===== src/rtl/neighbor_builder.sv =====
// Builds per-vertex adjacency slots in neighbor RAM from the triangle list in object RAM.
// Each slot holds a count word followed by up to MAX_NEIGHBOR_COUNT-1 unique 1-based neighbors.
module neighbor_builder #(
    parameter int unsigned MAX_NEIGHBOR_COUNT = 10,
    parameter int unsigned ADDR_WIDTH         = 9
) (
    input  logic                  clk,
    input  logic                  rst,
    input  logic                  start,
    input  logic [31:0]           vertex_count,
    input  logic [31:0]           face_count,
    input  logic [31:0]           RAM_OBJ_Do,
    output logic                  RAM_OBJ_EN,
    output logic [3:0]            RAM_OBJ_WE,
    output logic [ADDR_WIDTH-1:0] RAM_OBJ_A,
    output logic [31:0]           RAM_OBJ_Di,
    input  logic [31:0]           RAM_NBR_Do,
    output logic                  RAM_NBR_EN,
    output logic [3:0]            RAM_NBR_WE,
    output logic [ADDR_WIDTH-1:0] RAM_NBR_A,
    output logic [31:0]           RAM_NBR_Di,
    output logic                  busy,
    output logic                  done,
    output logic                  overflow,
    output logic                  bad_index
);

    localparam int unsigned CW = $clog2(MAX_NEIGHBOR_COUNT + 1);
    localparam logic [CW-1:0] FULL = CW'(MAX_NEIGHBOR_COUNT - 1);

    typedef enum logic [3:0] {
        StIdle, StClear, StFaceRd, StInsRd, StInsCnt, StScan, StCmp, StWrV, StWrN, StDone
    } state_e;

    state_e          state_q, state_d;
    logic [31:0]     vcnt_q, vcnt_d, fcnt_q, fcnt_d;
    logic [31:0]     idx_q, idx_d;
    logic [1:0]      phase_q, phase_d;
    logic [31:0]     a_q, a_d, b_q, b_d, c_q, c_d;
    logic [2:0]      pair_q, pair_d;
    logic [CW-1:0]   n_q, n_d, scan_q, scan_d;
    logic            ovf_q, ovf_d, bad_q, bad_d;

    logic [31:0]           u, v;
    logic [ADDR_WIDTH-1:0] slot_base, face_addr, clear_addr;
    logic                  last_face, adv_pair, adv_face;

    function automatic logic idx_ok(input logic [31:0] x, input logic [31:0] lim);
        return (x != 32'd0) && (x <= lim);
    endfunction

    // Insertion order: a<-b, b<-a, b<-c, c<-b, c<-a, a<-c
    always_comb begin
        u = a_q;
        v = c_q;
        case (pair_q)
            3'd0: begin u = a_q; v = b_q; end
            3'd1: begin u = b_q; v = a_q; end
            3'd2: begin u = b_q; v = c_q; end
            3'd3: begin u = c_q; v = b_q; end
            3'd4: begin u = c_q; v = a_q; end
            default: begin u = a_q; v = c_q; end
        endcase
    end

    assign slot_base  = ADDR_WIDTH'((u - 32'd1) * MAX_NEIGHBOR_COUNT);
    assign clear_addr = ADDR_WIDTH'(idx_q * MAX_NEIGHBOR_COUNT);
    assign face_addr  = ADDR_WIDTH'(32'd3 * vcnt_q + 32'd3 * idx_q + 32'(phase_q));
    assign last_face  = (idx_q + 32'd1 == fcnt_q);

    assign busy       = (state_q != StIdle) && (state_q != StDone);
    assign done       = (state_q == StDone);
    assign overflow   = ovf_q;
    assign bad_index  = bad_q;
    assign RAM_OBJ_WE = 4'h0;
    assign RAM_OBJ_Di = 32'h0;

    always_comb begin
        state_d    = state_q;
        vcnt_d     = vcnt_q;
        fcnt_d     = fcnt_q;
        idx_d      = idx_q;
        phase_d    = phase_q;
        a_d        = a_q;
        b_d        = b_q;
        c_d        = c_q;
        pair_d     = pair_q;
        n_d        = n_q;
        scan_d     = scan_q;
        ovf_d      = ovf_q;
        bad_d      = bad_q;
        adv_pair   = 1'b0;
        adv_face   = 1'b0;
        RAM_OBJ_EN = 1'b0;
        RAM_OBJ_A  = '0;
        RAM_NBR_EN = 1'b0;
        RAM_NBR_WE = 4'h0;
        RAM_NBR_A  = '0;
        RAM_NBR_Di = 32'h0;

        unique case (state_q)
            StIdle: begin
                if (start) begin
                    vcnt_d  = vertex_count;
                    fcnt_d  = face_count;
                    idx_d   = 32'd0;
                    phase_d = 2'd0;
                    ovf_d   = 1'b0;
                    bad_d   = 1'b0;
                    if (vertex_count != 32'd0) state_d = StClear;
                    else if (face_count == 32'd0) state_d = StDone;
                    else state_d = StFaceRd;
                end
            end
            StClear: begin
                RAM_NBR_EN = 1'b1;
                RAM_NBR_WE = 4'hF;
                RAM_NBR_A  = clear_addr;
                if (idx_q == vcnt_q - 32'd1) begin
                    idx_d   = 32'd0;
                    phase_d = 2'd0;
                    state_d = (fcnt_q == 32'd0) ? StDone : StFaceRd;
                end else begin
                    idx_d = idx_q + 32'd1;
                end
            end
            StFaceRd: begin
                // Addresses issued in phases 0..2; data lands one phase later.
                RAM_OBJ_EN = (phase_q != 2'd3);
                RAM_OBJ_A  = face_addr;
                phase_d    = phase_q + 2'd1;
                case (phase_q)
                    2'd1: a_d = RAM_OBJ_Do;
                    2'd2: b_d = RAM_OBJ_Do;
                    2'd3: begin
                        c_d = RAM_OBJ_Do;
                        if (!idx_ok(a_q, vcnt_q) || !idx_ok(b_q, vcnt_q) ||
                            !idx_ok(RAM_OBJ_Do, vcnt_q)) begin
                            bad_d    = 1'b1;
                            adv_face = 1'b1;
                        end else begin
                            pair_d  = 3'd0;
                            state_d = StInsRd;
                        end
                    end
                    default: ;
                endcase
            end
            StInsRd: begin
                if (u == v) begin
                    adv_pair = 1'b1;
                end else begin
                    RAM_NBR_EN = 1'b1;
                    RAM_NBR_A  = slot_base;
                    state_d    = StInsCnt;
                end
            end
            StInsCnt: begin
                n_d     = RAM_NBR_Do[CW-1:0];
                scan_d  = CW'(1);
                state_d = StScan;
            end
            StScan: begin
                if (scan_q > n_q) begin
                    if (n_q < FULL) begin
                        state_d = StWrV;
                    end else begin
                        ovf_d    = 1'b1;
                        adv_pair = 1'b1;
                    end
                end else begin
                    RAM_NBR_EN = 1'b1;
                    RAM_NBR_A  = slot_base + ADDR_WIDTH'(scan_q);
                    state_d    = StCmp;
                end
            end
            StCmp: begin
                if (RAM_NBR_Do == v) begin
                    adv_pair = 1'b1;
                end else begin
                    scan_d  = scan_q + CW'(1);
                    state_d = StScan;
                end
            end
            StWrV: begin
                RAM_NBR_EN = 1'b1;
                RAM_NBR_WE = 4'hF;
                RAM_NBR_A  = slot_base + ADDR_WIDTH'(n_q) + ADDR_WIDTH'(1);
                RAM_NBR_Di = v;
                state_d    = StWrN;
            end
            StWrN: begin
                RAM_NBR_EN = 1'b1;
                RAM_NBR_WE = 4'hF;
                RAM_NBR_A  = slot_base;
                RAM_NBR_Di = 32'(n_q) + 32'd1;
                adv_pair   = 1'b1;
            end
            StDone: state_d = StIdle;
            default: state_d = StIdle;
        endcase

        if (adv_pair) begin
            if (pair_q == 3'd5) begin
                adv_face = 1'b1;
            end else begin
                pair_d  = pair_q + 3'd1;
                state_d = StInsRd;
            end
        end
        if (adv_face) begin
            idx_d   = idx_q + 32'd1;
            phase_d = 2'd0;
            state_d = last_face ? StDone : StFaceRd;
        end
    end

    always_ff @(posedge clk) begin
        if (rst) begin
            state_q <= StIdle;
            vcnt_q  <= 32'd0;
            fcnt_q  <= 32'd0;
            idx_q   <= 32'd0;
            phase_q <= 2'd0;
            a_q     <= 32'd0;
            b_q     <= 32'd0;
            c_q     <= 32'd0;
            pair_q  <= 3'd0;
            n_q     <= '0;
            scan_q  <= '0;
            ovf_q   <= 1'b0;
            bad_q   <= 1'b0;
        end else begin
            state_q <= state_d;
            vcnt_q  <= vcnt_d;
            fcnt_q  <= fcnt_d;
            idx_q   <= idx_d;
            phase_q <= phase_d;
            a_q     <= a_d;
            b_q     <= b_d;
            c_q     <= c_d;
            pair_q  <= pair_d;
            n_q     <= n_d;
            scan_q  <= scan_d;
            ovf_q   <= ovf_d;
            bad_q   <= bad_d;
        end
    end

endmodule

===== config.mk =====
export PLATFORM = sky130hd
export DESIGN_NAME = neighbor_builder
export DESIGN_NICKNAME = d
export VERILOG_FILES = /design/src/rtl/neighbor_builder.sv
export SDC_FILE = /design/constraint.sdc
export NUM_CORES = 1
export LEC_CHECK = 0
export BUFFER_PORTS_ARGS = -buffer_cell sky130_fd_sc_hd__buf_4
export CORE_MARGIN = 2
export CORE_UTILIZATION = 53
export CTS_BUF_LIST = sky130_fd_sc_hd__clkbuf_4
export CTS_CLUSTER_DIAMETER = 80
export DETAILED_ROUTE_END_ITERATION = 16
export PLACE_DENSITY = 0.74
export SETUP_SLACK_MARGIN = 0.3
export SLEW_MARGIN = 5
export SYNTH_ARGS = -nofsm -noshare
export SYNTH_HDL_FRONTEND = slang
export SYNTH_SLANG_ARGS = --single-unit

===== constraint.sdc =====
create_clock -name clk -period 7.36 [get_ports clk]
set_input_delay 0.368 -clock clk [delete_from_list [all_inputs] [get_ports clk]]
set_output_delay 0.368 -clock clk [all_outputs]
set_load 0.05 [all_outputs]

==> results.md, run 1 <==
* Cell mode on critical path: inv_1
* DP Worst Slack at 1365 ps
* Startpoint types: flip-flop
* Share of the synthesized area in the top cell type at 0.2208
* Nets at approximately 3100
* Number of top-level pins at 227
* Yosys reg bits at 211
* EDFF count, synth at 0
* Synth warnings at 0
* FP Rows at 69
* Clock skew at ~62 ps
* Initial antenna violation count at 4
* RSZ-0062 raised after global routing: false
* Total die area at 37640 sq um
* Initial Util at 0.5379
* Delay-heaviest family, CP: adder cells
* Area leader, netlist: dfxtp_1
* Critical path data arrival time at ~6300 ps
* Clock Latency Late Sink at 840 ps
* Share of layout cells above drive strength 1 at 0.1270
* H-tree Lvls at 2
* Maximum clock rate at between 100 and 150 MHz
* Wirelength, routed at a little over 80000 microns
* Syn avg cell area at 7.390 sq um
* Final min period at 6684 ps
* Vias per cell at 6.504
* Critical path's slowest cell: mux2_4
* Largest net degree at the start of global routing at 116
* Relative slew slack at 0.1748
* Core area at 35570 sq um
* Design Area, Final at 22400 sq um
* FFs w/ async S/R, synth at 0
* Netlist cell types at 93
* Worst-path clk slew at 70 ps
* GPL Wtd Cong at around 1
* Total gr overflow at 0
* Period utilisation layout at 0.9081
* DP Area at 20550 sq um
* Ranking of synthesized cells by area: dfxtp_1 (22%), ha_1 (9.9%), nand2_1 (9.0%)
* Detailed-router iteration count before antenna repair at 6
* Register area share after synthesis at 0.2208
* Detailed Route Iter0 Violations at 2454
* IO buf count at 190
* Routed Antenna Nets at 0
* Dominant synthesized flop cell: dfxtp_1
* Cell Area, Synth at about 19000 sq um
* Fin. Hold Viols at 0
* Gate Count Post-Synth at 2589
* # setup viols final at 0
* Placed Cells at 3103
* Vias at 21560
* Crit path required time at around 7000 ps
* Post-route DRC at 0
* Leakage Power at 0.009220 uW
* CTS root buf: clkbuf_4
* Worst-path maximum fanout at 29
* Crit-path cells: inv_1 > ha_1 > mux2_4 > a22oi_1 > a21boi_2 > inv_1 > nor2_1 > and2_1 > nand2_1 > xor2_1 > ha_1 > inv_1 > fa_1 > nand2b_1 > nor2_1 > o21ai_0 > xnor2_1 > a222oi_1 > o21ai_0 > buf_4
* R2r setup slk at 1570 ps
* Die Width at 194 microns
* Fin. max-slew vios at 0
* WS Path Type: flip-flop to output pin
* Pwr Density at roughly 140 nW/um^2
* Outcome: complete, no violations
* Die height at 194 microns
* Slowest stage delay, CP at 560 ps
* First-pass GRT wire length at 121200 microns
* # Max-Cap Violations at 0
* Vias in the first global route at 20300
* Fin cells at 3314
* Slew @ Worst Pin at 1214 ps
* GRT Total Usage at 0.4135
* Total CTS buffers at 59
* HP Class: input pin to flip-flop
* Final WS setup at 676.4 ps
* Clock sink count at 211
* Crit. End Element: output pin
* VDD IR max at 0.2128 mV
* Max Root-Sink Buffers at 3
* WP buf/inv at 4
* Hpwl dp at about 60000 microns
* Total Neg Setup Slack at 0 ps
* CTS tree: built
* Syn-to-layout area delta at 17.09%
* Routed length per instance at 24.34 microns
==> per-layer routing <==
layer / vias to the layer above / wire length (microns) / part of all wire / GRT usage
li1: 9791 / - / - / -
met1: 10210 / 33140 / 0.41 / 0.5608
met2: 1319 / 34840 / 0.43 / 0.6332
met3: 228 / 9293 / 0.12 / 0.1012
met4: 4 / 3352 / 0.042 / 0.1585
met5: - / 31 / 0.00038 / 0
==> per-stage QoR <==
step           hold slack [ps]  utilization  power, uW
6_report                 58.84       0.6298       3049
3_3_place_gp             473.1       0.5777       1758
3_5_place_dp             471.5       0.5777       1772
4_1_cts                  24.76       0.6292       3033
5_1_grt                  59.35       0.6298       3164
2_1_floorplan            460.5            -       1584
==> synth_stat cells, drive strengths merged, types with 13 or more instances <==
cell and n:
inv 98, nand3 75, o221ai 15, nor3 54, clkbuf 115, a211oi 29
a221o 22, mux2i 19, a31oi 19, o21a 16, and2 22, or2 13
nand4 63, a21oi 257, xor2 66, xnor2 102, o22ai 14, nor2 128
dfxtp 211, a221oi 16, nor2b 30, and3 39, buf 80, nand2b 13
a2111oi 21, nand2 461, nor4 82, nand3b 15, a21o 35, ha 152
o211ai 18, fa 20, o21ai 100
==> final timing paths <==
| check | cells past startpoint | start | to |
|---|---|---|---|
| setup / recovery | 20 | pair_q[0] | RAM_NBR_A[7] |
| hold / removal | 4 | start | phase_q[0] |
| hold reg to reg | 2 | fcnt_q[26] | fcnt_q[26] |
| setup reg to reg | 15 | pair_q[0] | idx_q[17] |
==> power breakdown <==
group          internal, uW  switching [uW]  leakage (uW)
Clock                   653             584      0.000486
Sequential             1160            43.2       0.00171
Combinational           236             369       0.00702
==> registers in the layout, indices dropped and copies added, names as in the netlist <==
name / cells
vcnt_q: 32
b_q: 32
idx_q: 32
fcnt_q: 32
state_q: 4
c_q: 32
pair_q: 3
n_q: 4
phase_q: 2
bad_index: 1
a_q: 32
overflow: 1
scan_q: 4
==> worst reg2reg max path: stages (launching register included) <==
cell and delay, ps:
dfxtp_1 410, inv_1 150, ha_1 710, nor2b_2 600, o21ai_0 270, and3_1 290
a2111oi_0 850, o2111ai_1 310, a2111oi_2 350, nand4_1 240, o21ai_4 530, a211oi_4 120
buf_4 260, nor2_2 120, buf_4 300, a221o_1 210
==> placed cells by master, fill, tap and decap left out, drive strengths merged, types with 20 or more instances in the layout <==
cell type	count
and2	22
a21oi	257
a2111oi	21
buf	213
clkinv	22
nor4	82
a21o	35
and3	39
fa	20
xor2	66
nand3	75
nor3	54
xnor2	102
inv	101
o21ai	100
dlygate4sd3	100
clkbuf	80
nor2b	30
nand4	63
nor2	128
a211oi	29
a221o	22
conb	36
dfxtp	211
ha	152
nand2	461
==> cell families after synthesis <==
kind of cell,count (synthesis),share of synthesized area
simple gates,1048,0.2652
buf+inv,293,0.06925
flops,211,0.2208
other cells,1,0.0001960
xor+xnor,168,0.07690
fa+ha+maj,172,0.1203
compound gates,670,0.2331
mux,26,0.01426
==> area by class of cell <==
class	instances	area, sq um
Antenna cell	2	5.005
Clock buffer	80	600.6
Clock inverter	29	231.5
Fill cell	3229	13170
Inverter	98	367.9
Multi-Input combinational cell	2120	13760
Sequential cell	211	4228
Tap cell	461	576.8
Timing Repair Buffer	313	2629
==> repair_timing <==
action / CTS / global route
buffers inserted: 0 / 0
setup endpoints to repair: 0 / 2
hold buffers: 100 / 0
resized for setup: 0 / 4
endpoints found under the hold margin: 164 / 0
No activity file was read; power rests on OpenSTA's default activity.
==> run 2: changes to the inputs <==
Settings changed: CTS_BUF_LIST sky130_fd_sc_hd__clkbuf_4 to sky130_fd_sc_hd__clkbuf_8.
Clock period 7.36 ns to 6.19 ns, I/O delays scaled along.
==> run 2 against run 1 <==
Net effect:
- sequential cell count unchanged
- sequential share of layout area is 0.098 points lower
- clock skew down 35 ps
- via count grew 0.41%
- sequential power rose by 19%
- die area did not move
- global-route usage rose by 0.32 points
- utilization grew 0.40 points
- first-iteration DRC count up 19%
- cell count is 0.60% lower
- critical path depth fell by 5
- final area rose by 0.64%
- largest cell class unchanged
==> results.md, run 2 (synthesis gave the netlist of run 1 again) <==
* Crit-path cells: inv_1 > ha_2 > nor2b_2 > buf_4 > o21ai_0 > and3_1 > a2111oi_1 > o2111ai_1 > a2111oi_2 > nand4_1 > o21ai_1 > and2_1 > a21oi_1 > a211o_1 > buf_4
* Worst Hold Launch: vertex_count[27]
* Total power at 3616 uW (+19%)
* RR Startpoint: pair_q[0]
* Pwr Density at 160.4 nW/um^2 (+18%)
* Postcts setup bufs at 0 (unchanged)
* DP Area at 20680 sq um (+0.66%)
* Post-route DRC at 0 (unchanged)
* Worst-path clk slew at 60 ps (about the same)
* Worst-path maximum fanout at 31 (+6.9%)
* Outcome: complete, no violations
* Largest net degree at the start of global routing at 90 (-22%)
* GRT Total Usage at 0.4167 (+0.003151)
* Relative slew slack at 0.1368 (-0.03799)
* Slew @ Worst Pin at 1283 ps (+69.17 ps)
* Crit path launch: pair_q[0]
* Most common cell after layout, fill and taps aside: nand2_1
* Cell mode on critical path: buf_4
* Fillers at 3053 (-5.5%)
* Crit path required time at 5880 ps (-1110 ps)
* Vias at 21640 (+0.41%)
* CTS tree: built
* Max Root-Sink Buffers at 3 (unchanged)
* Detailed-router iteration count before antenna repair at 7 (+1)
* CTS root buf: clkbuf_8
* Maximum clock rate at 174.3 MHz
* # Max-Cap Violations at 0 (unchanged)
* Worst r2r path cells at 15 (unchanged)
* Final min period at 5738 ps
* Total die area at 37640 sq um (unchanged)
* Die Width at 194 microns (unchanged)
* Total Neg Setup Slack at 0 ps (unchanged)
* Core area at 35570 sq um (unchanged)
* GPL Wtd Cong at 1.004 (about the same)
* Hold-critical path endpoint: vcnt_q[27]
* Post-layout util at 0.6339 (+0.004045)
* Routed length per instance at 24.62 microns (+1.2%)
* Clock skew at 26.28 ps (-35.35 ps)
* Placed Cells at 3125 (+0.71%)
* Initial antenna violation count at 1 (-3)
* Leakage Power at 0.009305 uW (+0.92%)
* Fin. max-slew vios at 0 (unchanged)
* Total gr overflow at 0 (unchanged)
* Design Area, Final at 22550 sq um (+0.64%)
* Routed Antenna Nets at 0 (unchanged)
* VDD IR max at 0.2093 mV (-1.7%)
* IO buf count at 190 (unchanged)
* Total CTS buffers at 41 (-31%)
* FP Rows at 69 (unchanged)
* Worst R2R End: idx_q[24]
* Vias in the first global route at 20130 (-0.83%)
* H-tree Lvls at 2 (unchanged)
* Crit. End Element: output pin
* Nets at 3103 (-0.097%)
* Die height at 194 microns (unchanged)
* Fin. Hold Viols at 0 (unchanged)
* First-pass GRT wire length at 122200 microns (+0.81%)
* R2r setup slk at 930 ps (-640 ps)
* Share of layout cells above drive strength 1 at 0.1257 (-0.001267)
* Critical path's slowest cell: a2111oi_1
* Hold depth at 3 (-1)
* Hpwl dp at 60790 microns (+1.6%)
* # setup viols final at 0 (unchanged)
* Critical path data arrival time at 5430 ps (-890 ps)
* Vias per cell at 6.571 (+1.0%)
* Commonest non-fill, non-tap cells in the layout: nand2_1 (461), a21oi_1 (256), buf_4 (234), dfxtp_1 (208), ha_1 (148)
* Fin cells at 3294 (-0.60%)
* Period utilisation layout at 0.9270
* Wirelength, routed at 81100 microns (+0.56%)
* RSZ-0062 raised after global routing: true
* Number of top-level pins at 227 (unchanged)
* Clock Latency Late Sink at 630 ps (-210 ps)
* Detailed Route Iter0 Violations at 2914 (+19%)
* Syn-to-layout area delta at 17.84%
* Clock sink count at 211 (unchanged)
* WS Path Type: flip-flop to output pin
* HP Class: input pin to flip-flop
* Slowest stage delay, CP at 600 ps (+40 ps)
* Initial Util at 0.5379 (unchanged)
* Startpoint types: flip-flop
-- run 2: cell count changes in the layout (fill, tap and decap cells not counted), moves of 2 or more --
cell,delta
inv_1,+15
dlygate4sd3_1,-7
buf_4,+24
bufinv_16,-2
ha_1,-3
buf_12,-2
clkinv_1,-16
dfxtp_1,-2
clkbuf_4,-80
clkbuf_8,+47
ha_4,+3
-- run 2: layer usage --
metal / track usage / part of all wire / up-vias
met2: 0.6404 / 0.44 / 1396
met4: 0.1585 / 0.040 / 0
li1: - / - / 9752
met3: 0.09149 / 0.12 / 214
met1: 0.5702 / 0.41 / 10280
met5: 0 / 0 / -
-- run 2: worst max-delay path by stage --
stage                              end  slack, ps  depth (start not counted)
final                     RAM_NBR_A[6]        450                         15
after global routing      RAM_NBR_A[7]        260                         21
after CTS                 RAM_NBR_A[7]        370                         20
after detailed placement     idx_q[26]        640                         14
after global placement    RAM_NBR_A[6]        840                         14
after floorplan           RAM_NBR_A[8]        670                         21
-- run 2: through the flow --
step           hold slack (ps)  setup WS (ps)
5_1_grt                  19.47          264.3
3_5_place_dp             476.3          644.0
6_report                 24.70          451.9
2_1_floorplan            445.5          672.8
4_1_cts                  7.297          374.9
3_3_place_gp             473.0          841.0
-- run 2: cell type report --
cell class,count,area [sq um],share of cell area
clock inverters,28,196.4,0.008713
multi-input cells,2120,13820,0.6132
diodes,1,2.502,0.0001110
repair buffers,328,2699,0.1197
clock buffers,47,646.9,0.02869
inverters,98,367.9,0.01632
flip-flops and latches,211,4233,0.1877
well taps,461,576.8,0.02558
-- run 2: worst max-delay path: cells and delay by family, from the launching register on --
family                     cells  cell delay [ps]
AOI/OAI and AO/OA              7             2280
buffers and inverters          3              720
DFF                            1              380
and+or+nand+nor                4             1070
adders and majority gates      1              350
-- run 2: repair_timing --
action                                  in CTS  in global routing
endpoints found under the hold margin      143                  0
endpoints found under the setup margin       7                  6
resized for setup                            8                 12
hold buffers                                93                  0
cloned                                       0                  0
-- run 2: where the power goes --
part	switching (uW)	internal, uW	total, uW
combinational	432	277	709
sequential	51.2	1390	1440
clock	682	788	1470
